===== src/rtl/conv_run_sequencer.sv =====
// -----------------------------------------------------------------------------
// conv_run_sequencer
//
// Sequences the 2D-convolution datapath for one image frame.
//   LOAD   : host i_valid pulses become line-buffer write addresses 0..L-1.
//   STREAM : one line-buffer column read per cycle, addresses 0..L-1.
//   DRAIN  : waits for the convolution pipeline to flush its last result.
//   DONE   : o_EOP held until the next i_load.
//
// Result write-back: every read is tagged with its column index k and carried
// alongside the convolution core latency. Columns 0 and 1 only prime the
// kernel window, so column k writes result address k-2.
//
// Optional feature (macro SEQ_CYCLE_CNT_EN): adds o_run_cycles, a saturating
// 16-bit count of the cycles spent streaming and draining the last frame.
//
// Ports
//   i_CLK          system clock
//   i_rst          synchronous active-high reset
//   i_load         load mode level
//   i_run          run request level (held until EOP)
//   i_valid        single-cycle pulse: new column word on the write data
//   i_imgLength    image width L in columns
//   o_wr_en/addr   line-buffer write strobe / address
//   o_rd_en/addr   line-buffer read strobe / address (memory has 1-cycle latency)
//   o_conv_valid   read data valid at the convolution core input
//   o_res_wr_en    result memory write strobe
//   o_res_addr     result memory address
//   o_EOP          frame done, sticky until next load
//   o_err          sticky: load overflow, or L<3 at run
//   o_run_cycles   (SEQ_CYCLE_CNT_EN only) streaming cycle count
// -----------------------------------------------------------------------------
module conv_run_sequencer #(
    parameter int NB_ADDR  = 10,
    parameter int CONV_LAT = 2      // legal range 1..7
) (
    input  logic               i_CLK,
    input  logic               i_rst,
    input  logic               i_load,
    input  logic               i_run,
    input  logic               i_valid,
    input  logic [NB_ADDR-1:0] i_imgLength,
    output logic               o_wr_en,
    output logic [NB_ADDR-1:0] o_wr_addr,
    output logic               o_rd_en,
    output logic [NB_ADDR-1:0] o_rd_addr,
    output logic               o_conv_valid,
    output logic               o_res_wr_en,
    output logic [NB_ADDR-1:0] o_res_addr,
    output logic               o_EOP,
    output logic               o_err
`ifdef SEQ_CYCLE_CNT_EN
    ,
    output logic [15:0]        o_run_cycles
`endif
);

    typedef enum logic [2:0] {
        ST_IDLE,
        ST_LOAD,
        ST_STREAM,
        ST_DRAIN,
        ST_DONE
    } state_t;

    localparam logic [NB_ADDR-1:0] C_ONE   = NB_ADDR'(1);
    localparam logic [NB_ADDR-1:0] C_TWO   = NB_ADDR'(2);
    localparam logic [NB_ADDR-1:0] C_THREE = NB_ADDR'(3);

    state_t               r_state;
    state_t               w_state_next;
    logic                 w_load_start;
    logic                 w_issue_rd;
    logic                 w_short;
    logic                 w_err_clr;
    logic                 w_stream_entry;
    logic                 w_wr_req;
    logic                 w_pipe_busy;
    logic                 w_res_hit;

    logic [NB_ADDR-1:0]   r_load_cnt;
    logic                 r_load_full;
    logic                 r_wr_en;
    logic [NB_ADDR-1:0]   r_wr_addr;
    logic [NB_ADDR-1:0]   r_len;
    logic [NB_ADDR-1:0]   r_rd_cnt;
    logic                 r_rd_en;
    logic [NB_ADDR-1:0]   r_rd_addr;
    logic                 r_conv_valid;
    logic [NB_ADDR-1:0]   r_conv_k;
    logic                 r_err;
    logic [CONV_LAT-1:0]  r_sh_v;
    logic [NB_ADDR-1:0]   r_sh_k [CONV_LAT];

    // ---------------- next-state / control ----------------
    always_comb begin
        w_state_next = r_state;
        w_load_start = 1'b0;
        w_issue_rd   = 1'b0;
        w_short      = 1'b0;
        w_err_clr    = 1'b0;
        case (r_state)
            ST_IDLE: begin
                if (i_load) begin
                    w_state_next = ST_LOAD;
                    w_load_start = 1'b1;
                end else if (i_run) begin
                    w_state_next = ST_STREAM;
                end
            end
            ST_LOAD: begin
                if (i_run)        w_state_next = ST_STREAM;
                else if (!i_load) w_state_next = ST_IDLE;
            end
            ST_STREAM: begin
                // r_len was captured on entry, so it is stable here.
                if (r_len < C_THREE) begin
                    w_state_next = ST_DONE;
                    w_short      = 1'b1;
                end else begin
                    w_issue_rd = 1'b1;
                    if (r_rd_cnt == r_len - C_ONE) w_state_next = ST_DRAIN;
                end
            end
            ST_DRAIN: begin
                // The last pipeline stage may be writing right now; that write
                // completes in this cycle, so EOP rises strictly after it.
                if (!w_pipe_busy) w_state_next = ST_DONE;
            end
            ST_DONE: begin
                if (i_load) begin
                    w_state_next = ST_LOAD;
                    w_load_start = 1'b1;
                    w_err_clr    = 1'b1;
                end
            end
            default: w_state_next = ST_IDLE;
        endcase
    end

    assign w_stream_entry = (w_state_next == ST_STREAM) && (r_state != ST_STREAM);
    assign w_wr_req       = (r_state == ST_LOAD) && i_valid;

    // Anything still in flight ahead of the final shift-register stage.
    always_comb begin
        w_pipe_busy = r_rd_en | r_conv_valid;
        for (int i = 0; i < CONV_LAT - 1; i++) begin
            w_pipe_busy = w_pipe_busy | r_sh_v[i];
        end
    end

    // ---------------- sequential state ----------------
    always_ff @(posedge i_CLK) begin
        if (i_rst) begin
            r_state      <= ST_IDLE;
            r_load_cnt   <= '0;
            r_load_full  <= 1'b0;
            r_wr_en      <= 1'b0;
            r_wr_addr    <= '0;
            r_len        <= '0;
            r_rd_cnt     <= '0;
            r_rd_en      <= 1'b0;
            r_rd_addr    <= '0;
            r_conv_valid <= 1'b0;
            r_conv_k     <= '0;
            r_err        <= 1'b0;
        end else begin
            r_state <= w_state_next;

            // Load side: write at the counter, saturating at L-1.
            r_wr_en <= 1'b0;
            if (w_load_start) begin
                r_load_cnt  <= '0;
                r_load_full <= 1'b0;
            end else if (w_wr_req) begin
                if (!r_load_full) begin
                    r_wr_en   <= 1'b1;
                    r_wr_addr <= r_load_cnt;
                    if (r_load_cnt == i_imgLength - C_ONE) r_load_full <= 1'b1;
                    else                                   r_load_cnt  <= r_load_cnt + C_ONE;
                end
            end

            // Stream side.
            if (w_stream_entry) begin
                r_len    <= i_imgLength;
                r_rd_cnt <= '0;
            end
            r_rd_en <= w_issue_rd;
            if (w_issue_rd) begin
                r_rd_addr <= r_rd_cnt;
                r_rd_cnt  <= r_rd_cnt + C_ONE;
            end
            r_conv_valid <= r_rd_en;
            r_conv_k     <= r_rd_addr;

            if (w_err_clr)
                r_err <= 1'b0;
            else if (w_short || (w_wr_req && r_load_full && !w_load_start))
                r_err <= 1'b1;
        end
    end

    // ---------------- latency-matching tag pipeline ----------------
    always_ff @(posedge i_CLK) begin
        if (i_rst) begin
            r_sh_v[0] <= 1'b0;
            r_sh_k[0] <= '0;
        end else begin
            r_sh_v[0] <= r_conv_valid;
            r_sh_k[0] <= r_conv_k;
        end
    end

    generate
        for (genvar gi = 1; gi < CONV_LAT; gi++) begin : g_tag_stage
            always_ff @(posedge i_CLK) begin
                if (i_rst) begin
                    r_sh_v[gi] <= 1'b0;
                    r_sh_k[gi] <= '0;
                end else begin
                    r_sh_v[gi] <= r_sh_v[gi-1];
                    r_sh_k[gi] <= r_sh_k[gi-1];
                end
            end
        end
    endgenerate

    // Columns 0 and 1 are window fill; subtraction only happens for k>=2.
    assign w_res_hit = r_sh_v[CONV_LAT-1] && (r_sh_k[CONV_LAT-1] >= C_TWO);

`ifdef SEQ_CYCLE_CNT_EN
    logic [15:0] r_run_cycles;
    always_ff @(posedge i_CLK) begin
        if (i_rst) begin
            r_run_cycles <= '0;
        end else if (w_stream_entry) begin
            r_run_cycles <= '0;
        end else if ((r_state == ST_STREAM || r_state == ST_DRAIN) &&
                     (w_state_next == ST_STREAM || w_state_next == ST_DRAIN) &&
                     (r_run_cycles != 16'hFFFF)) begin
            r_run_cycles <= r_run_cycles + 16'd1;
        end
    end
    assign o_run_cycles = r_run_cycles;
`endif

    // ---------------- outputs ----------------
    assign o_wr_en      = r_wr_en;
    assign o_wr_addr    = r_wr_addr;
    assign o_rd_en      = r_rd_en;
    assign o_rd_addr    = r_rd_addr;
    assign o_conv_valid = r_conv_valid;
    assign o_res_wr_en  = w_res_hit;
    assign o_res_addr   = w_res_hit ? (r_sh_k[CONV_LAT-1] - C_TWO) : '0;
    assign o_EOP        = (r_state == ST_DONE);
    assign o_err        = r_err;

endmodule


===== config.mk =====
export PLATFORM = sky130hd
export DESIGN_NAME = conv_run_sequencer
export DESIGN_NICKNAME = d
export VERILOG_FILES = /design/src/rtl/conv_run_sequencer.sv
export SDC_FILE = /design/constraint.sdc
export NUM_CORES = 1
export LEC_CHECK = 0
export BUFFER_PORTS_ARGS = -buffer_cell sky130_fd_sc_hd__buf_2
export CAP_MARGIN = 20
export CELL_PAD_IN_SITES_DETAIL_PLACEMENT = 1
export CELL_PAD_IN_SITES_GLOBAL_PLACEMENT = 1
export CORE_AREA = 2 2 97 108
export CTS_CLUSTER_SIZE = 25
export DETAILED_ROUTE_END_ITERATION = 10
export DIE_AREA = 0 0 99 110
export MAX_ROUTING_LAYER = met4
export PLACE_DENSITY_LB_ADDON = 0.1
export SYNTH_ARGS = -nofsm -noshare
export SYNTH_HDL_FRONTEND = slang
export SYNTH_SLANG_ARGS = --single-unit

===== constraint.sdc =====
create_clock -name i_CLK -period 3 [get_ports i_CLK]
set_input_delay 0.45 -clock i_CLK [delete_from_list [all_inputs] [get_ports i_CLK]]
set_output_delay 0.45 -clock i_CLK [all_outputs]
set_load 0.05 [all_outputs]

* Yosys cells after proc, flatten, opt, wreduce, memory -nomap -nowiden *
Memories as Yosys holds them, arrays and structs flattened.
Index checks and enable logic that the tools add are counted.

cells by class
  $lt $le $gt $ge = 2
  multiplexer cells = 27
  reduce and logical (&&, ||, !) cells = 15
  add/subtract/negate cells = 5
  bitwise operators = 8
  eq/ne operators = 8

operators with widths
  operator                                                             number
  2-to-1 mux 10 bit                                                    5
  2-to-1 mux 3 bit                                                     8
  adder 10 x 1 -> 10 bit (second input constant)                       2
  == test 10 bit                                                       2
  subtractor 10 x 1 -> 10 bit (second input constant)                  2
  one-hot mux 3 bit (5 select lines)                                   1
  2-to-1 mux 1 bit                                                     13
  greater-or-equal comparator 10 x 2 -> 1 bit (second input constant)  1
  < comparator 10 x 2 -> 1 bit (second input constant)                 1
  subtractor 10 x 2 -> 10 bit (second input constant)                  1
  == test 3 x 2 -> 1 bit (second input constant)                       3
  AND reduction 3 bit                                                  2
  OR reduction 2 bit                                                   3
  logical AND 1 bit                                                    5
  inverter 1 bit                                                       4
  OR 1 bit                                                             4
  == test 3 x 1 -> 1 bit (second input constant)                       1
  == test 3 bit (second input constant)                                1
  zero test 3 bit                                                      1
  inequality test 3 x 2 -> 1 bit (second input constant)               1
  OR reduction 3 bit                                                   1
  nonzero test 2 bit                                                   1
  zero test 1 bit                                                      1
  logical OR 1 bit                                                     1

storage, ports and cells
  output and inout port bits = 36
  bits in registers = 70
  memory bits (writable) = 20
  memories kept = 1
  word-level logic and storage cells = 80

memory list
  name    words  width  read ports  clocked after memory_dff  write ports  line  source
  r_sh_k  2      10     2           0                         2            93    logic [NB_ADDR-1:0] r_sh_k [CONV_LAT];

* Logic depth before layout (Yosys ltp) *
Gate-level depths: netlist of run 1.

  word-level depth = 9
  gate-level depth with buffers = 9

* Worst setup path before layout of run 1 *
No wires, ideal clock.

  path kind = reg2out
  from = memory r_sh_k[1][2]
  to = output port o_res_addr[0]
  setup slack = 0.094 ns
  data arrival time = 2.456 ns
  cell stages (with the launch flop) = 5
  buffers on the path = 0
  path through = dfxtp_1 -> or4_1 -> o31ai_1 -> inv_1 -> and2_1

RTL lines
  element      line  source
  from (decl)  93
  to (decl)    49    output logic [NB_ADDR-1:0] o_res_addr,

==> results of run 1 <==
through the flow:
stage	hold slack [ps]	instances	area, µm²
final	365	659	4760
after detailed placement	425	643	4570
after global routing	366	659	4760
after floorplan	414	491	4200
after CTS	354	659	4760
after global placement	417	643	4570
registers in the layout (all words and copies together) (netlist names):
name,cells
o_err,1
o_wr_addr,10
r_conv_k,10
r_state,3
o_conv_valid,1
o_wr_en,1
r_load_cnt,10
r_load_full,1
o_rd_addr,10
r_sh_k,20
r_rd_cnt,10
r_sh_v,2
r_len,10
o_rd_en,1
synthesized netlist by cell type, types with 7 or more instances:
| master | number |
|---|---|
| clkbuf_1 | 28 |
| inv_1 | 11 |
| xor2_1 | 8 |
| nor2_1 | 42 |
| xnor2_1 | 22 |
| nor2b_1 | 37 |
| nand3_1 | 11 |
| nand3b_1 | 7 |
| nand2b_1 | 14 |
| a21oi_1 | 43 |
| o21ai_0 | 11 |
| dfxtp_1 | 90 |
| nor3_1 | 9 |
| mux2i_1 | 19 |
| nand2_1 | 63 |
kinds of logic after synthesis:
kind of cell / count (synthesis)
AOI/OAI and AO/OA: 87
xor gates and xnor gates: 30
adders and majority gates: 6
buffers and inverters: 39
DFF: 90
muxes: 19
and+or+nand+nor: 220
report_power, final:
part           internal (W)  leakage [nW]  total, W  switching [W]
registers           0.00121         0.727   0.00124      0.0000262
logic              0.000107          1.09  0.000279       0.000172
clock network      0.000409         0.101  0.000841       0.000431
path summary, 6_finish.rpt:
path	startpoint	end
min	i_imgLength[7]	r_len[7]
min reg2reg	r_conv_k[6]	r_sh_k[0][6]
max	r_sh_k[1][1]	o_res_addr[0]
max reg2reg	r_load_cnt[7]	r_load_cnt[5]
layout make-up:
type                    instances  area [µm²]  share of cell area
multi-input cells             362        2250               0.473
flip-flops and latches         90        1800               0.378
repair buffers                 60         325              0.0683
well taps                     120         150              0.0315
clock buffers                  12         145              0.0305
clock inverters                 4        48.8              0.0102
inverters                      11        41.3             0.00867
per-layer routing:
layer / global-route usage / part of all wire / vias up
met5: - / 0 / -
met4: 0.0949 / 0.023 / 0
met3: 0.0271 / 0.021 / 19
met2: 0.361 / 0.53 / 44
met1: 0.214 / 0.43 / 1732
li1: - / - / 1777
worst max-delay path: stages (launching register included):
cell and delay, ps:
dfxtp_1 350, or4_1 610, o31ai_1 230, buf_4 200, inv_1 60, and2_1 140, buf_2 200
==> flow_summary.yaml, run 1 <==
outcome:
  status: "finished, final reports clean"
logic_synthesis:
  synthMuxAreaShare: 0.0453
  syn-num-nets: 512
  synth_top_area_share: 0.429
  synthFlopType: "dfxtp_1"
  ys_seq_area_frac: 0.429
  syn_avg_cell_area_um2: 8.54
  synth_top_family_by_area: "simple AND/OR/NAND/NOR gates"
  syn_area_mm2: 0.00420
  async_flop_share: 0
  synth_cell_types: 53
  synth_warnings: 0
  synth_compound_area_frac: 0.140
  synth-simple-area-share: 0.269
  yosysTopAreaCell: "dfxtp_1"
  ys_ff_latch: 90
  synthAdderAreaFrac: 0.0179
  synthTopCellsByArea: "dfxtp_1 (43%), nand2_1 (5.6%), nor2b_1 (5.5%)"
  synth_edf_count: 0
  synth_cells: 491
  synth_xor_area_frac: 0.0626
final_layout:
  final_common_cell: "dfxtp_1"
  fin_util: 0.489
  area_growth_syn_to_layout_pct: 13.6
  drive_above_1_share: 0.156
  final_nets: 555
  antenna_cells: 0
  final_cell_mix: "dfxtp_1 (90), nand2_1 (63), buf_2 (50)"
  fillers: 1167
detailed_routing:
  wl_per_cell_um: 15.2
  drt_iter0_markers: 96
  via_per_inst: 5.42
  drc: 0
  drt-pass1-iter-count: 4
  drtAntennaViolNets: 0
  wl_um: 9990
  vias: 3572
sta:
  setup_tns_ps: 0
  finalWorstSetupSlack_ps: 380
  max_freq_ghz: 0.382
  period_needed_ps: 2620
  rsz0062_at_grt: "no"
  fin_crit_sh: 0.873
  timing_hold_violations_final: 0
  slew_violations: 0
  finalClockSkew_ps: 11.3
  finalSetupViolations: 0
  max_slew.worst_pin.slew_ps: 654
  relSlewSlack: 0.564
global_routing:
  overflow: 0
  grt_pass1_vias: 3576
  grt_max_degree: 66
  antenna_found_initial: 0
  grt_pass1_wl_um: 16900
  grt_use_total: 0.198
hold_path:
  holdPathStages: 3
  hold_path_class: "in2reg"
critical_path:
  cp-end-kind: "primary output"
  required_ps: 2550
  crit_fanout: 10
  critPathArrivalTime_ps: 2170
  crit_type: "reg2out"
  reg2regPathDepth: 6
  critPathLaunchType: "flip-flop"
  rrSetupSlack_ps: 520
clock_tree:
  cts.path.max_buffers: 2
  clk_latency_ps: 370
  numClockSinks: 90
  cts.clk_slew.worst_paths_ps: 90
  numCtsBuffers: 9
  htree_levels: 3
  cts_tree: "yes"
  hold_buffers: 0
  ctsResizeCount: 0
  cts_root_buffer: "clkbuf_8"
  cts_setup_buffers: 0
floorplanning:
  core_area_mm2: 0.00975
  die_x_um: 99
  die-area_mm2: 0.0109
  start_util: 0.430
  num_io_pins: 51
  die-height_um: 110
  fp-row-count: 38
pwr:
  p_leak_nw: 1.92
  ir_drop_mv: 0.202
  pwr_density_cell_mw_per_mm2: 494
  finalPower_w: 0.00236
placement:
  portBuffers: 50
  place_ws_ps: 62.3
  gp_congestion: 0.861
  dp_hpwl_um: 7360
run:
  max_cap_viol_count: 0
Note: power is estimated with default switching activity, not from simulation.
==> inputs of run 2 (changes only) <==
Settings changed: CORE_AREA 2 2 97 108 to 2 2 102 114, DIE_AREA 0 0 99 110 to 0 0 104 116.
Clock period 3 ns to 2.35 ns, I/O delays scaled along.
==> run 2 against run 1 <==
Net effect:
- critical path depth unchanged
- worst hold slack got worse by 86 ps
- routed wire length increased by 17%
- first-iteration DRC count increased by 17%
- register-to-register slack got worse by 410 ps
- clock power increased by 84%
- critical endpoint is now o_res_addr[4]
- highest routed layer unchanged
==> flow_summary.yaml, run 2 (same netlist as run 1, synthesis figures left out) <==
outcome:
  status: "finished, final reports clean"
global_routing:
  grt_max_degree: 53
  grt_use_total: 0.205
  grt_pass1_wl_um: 18900
  overflow: 0
  antenna_found_initial: 0
  grt_pass1_vias: 3757
floorplanning:
  die_x_um: 104
  fp-row-count: 40
  num_io_pins: 51
  die-area_mm2: 0.0121
  die-height_um: 116
  start_util: 0.388
  core_area_mm2: 0.0108
sta:
  finalSetupViolations: 0
  slew_violations: 0
  rsz0062_at_grt: "yes"
  timing_hold_violations_final: 0
  max_slew.worst_pin.slew_ps: 670
  hold-worst-slack_ps: 279
  finalClockSkew_ps: 9.60
  finalWorstSetupSlack_ps: 21.5
  relSlewSlack: 0.551
  fin_crit_sh: 0.991
  max_freq_ghz: 0.429
  setup_tns_ps: 0
  period_needed_ps: 2330
critical_path:
  rr_startpoint: "r_load_cnt[8]"
  critPathArrivalTime_ps: 1980
  critPathLaunchType: "flip-flop"
  required_ps: 2000
  crit_type: "reg2out"
  cp-end-kind: "primary output"
  startpoint: "r_sh_k[1][3]"
  crit_fanout: 6
placement:
  dpl-instance-area_mm2: 0.00483
  dp_hpwl_um: 8420
  portBuffers: 50
  dp_cells: 697
  gp_congestion: 0.825
  place_ws_ps: -288
final_layout:
  multi_input_area_mm2: 0.00233
  area_growth_syn_to_layout_pct: 26.6
  largest_reg_flops: 20
  design_area_mm2: 0.00531
  antenna_cells: 0
  regArea_mm2: 0.00181
  drive_above_1_share: 0.236
  final_common_cell: "dfxtp_1"
  fin_cells: 716
  final_nets: 586
  top_register: "r_sh_k"
  fillers: 1300
  final_cell_mix: "dfxtp_1 (87), nand2_1 (63), buf_2 (42)"
detailed_routing:
  drc: 0
  via_per_inst: 5.19
  vias: 3718
  wl_um: 11600
  drt-pass1-iter-count: 4
  drtAntennaViolNets: 0
  wl_per_cell_um: 16.3
  drt_iter0_markers: 112
clock_tree:
  numCtsBuffers: 9
  hold_buffers: 0
  clk_latency_ps: 350
  cts_root_buffer: "clkbuf_16"
  cts.clk_slew.worst_paths_ps: 60
  htree_levels: 3
  numClockSinks: 90
  cts_tree: "yes"
  cts.path.max_buffers: 2
pwr:
  pwr_density_cell_mw_per_mm2: 664
  ir_drop_mv: 0.331
  p_leak_nw: 2.14
hold_path:
  hold_path_class: "in2reg"
  min_from: "i_load"
run:
  max_cap_viol_count: 0
run 2: timing repair:
action | CTS | global route
hold endpoints to repair | 0 | 0
endpoints found under the setup margin | 11 | 19
resized for setup | 13 | 27
setup buffers | 4 | 0
pin swaps | 1 | 2
run 2: area by class of cell:
class / count / share of cell area
timing repair buffer: 91 / 0.120
clock buffer: 9 / 0.0424
multi-input combinational: 362 / 0.438
clock inverter: 6 / 0.0172
sequential: 90 / 0.340
inverter: 11 / 0.00777
tap: 147 / 0.0346
run 2: path summary, 6_finish.rpt:
| path | slack [ps] | cells past startpoint | to |
|---|---|---|---|
| max reg2reg | 110 | 7 | r_load_cnt[4] |
| min reg2reg | 440 | 1 | r_sh_k[0][8] |
| max | 20 | 6 | o_res_addr[4] |
| min | 280 | 2 | o_err |
run 2: routing by layer:
metal  vias up  routed length, µm  GRT usage
met5         -                  0          -
met4         0                250     0.0874
met3        20                323     0.0343
met2        59               5710      0.355
met1      1809               5360      0.238
li1       1830                  -          -
run 2: critical path, cell delays in order (launching register included):
cell	delay (ps)
dfxtp_1	370
or4_4	560
o31ai_4	200
buf_6	170
buf_6	110
a21oi_1	40
buf_4	190
run 2: where the power goes:
group	leakage (nW)	internal (W)	switching [W]
clock	0.156	0.000931	0.000617
combinational	1.26	0.000169	0.000237
sequential	0.728	0.00155	0.0000270
total	2.14	0.00265	0.000882
run 2: through the flow:
| step | util | total power [W] |
|---|---|---|
| after global routing | 0.491 | 0.00366 |
| after CTS | 0.482 | 0.00357 |
| final | 0.491 | 0.00353 |
| after floorplan | - | 0.00186 |
| after detailed placement | 0.447 | 0.00201 |
| after global placement | 0.447 | 0.00200 |
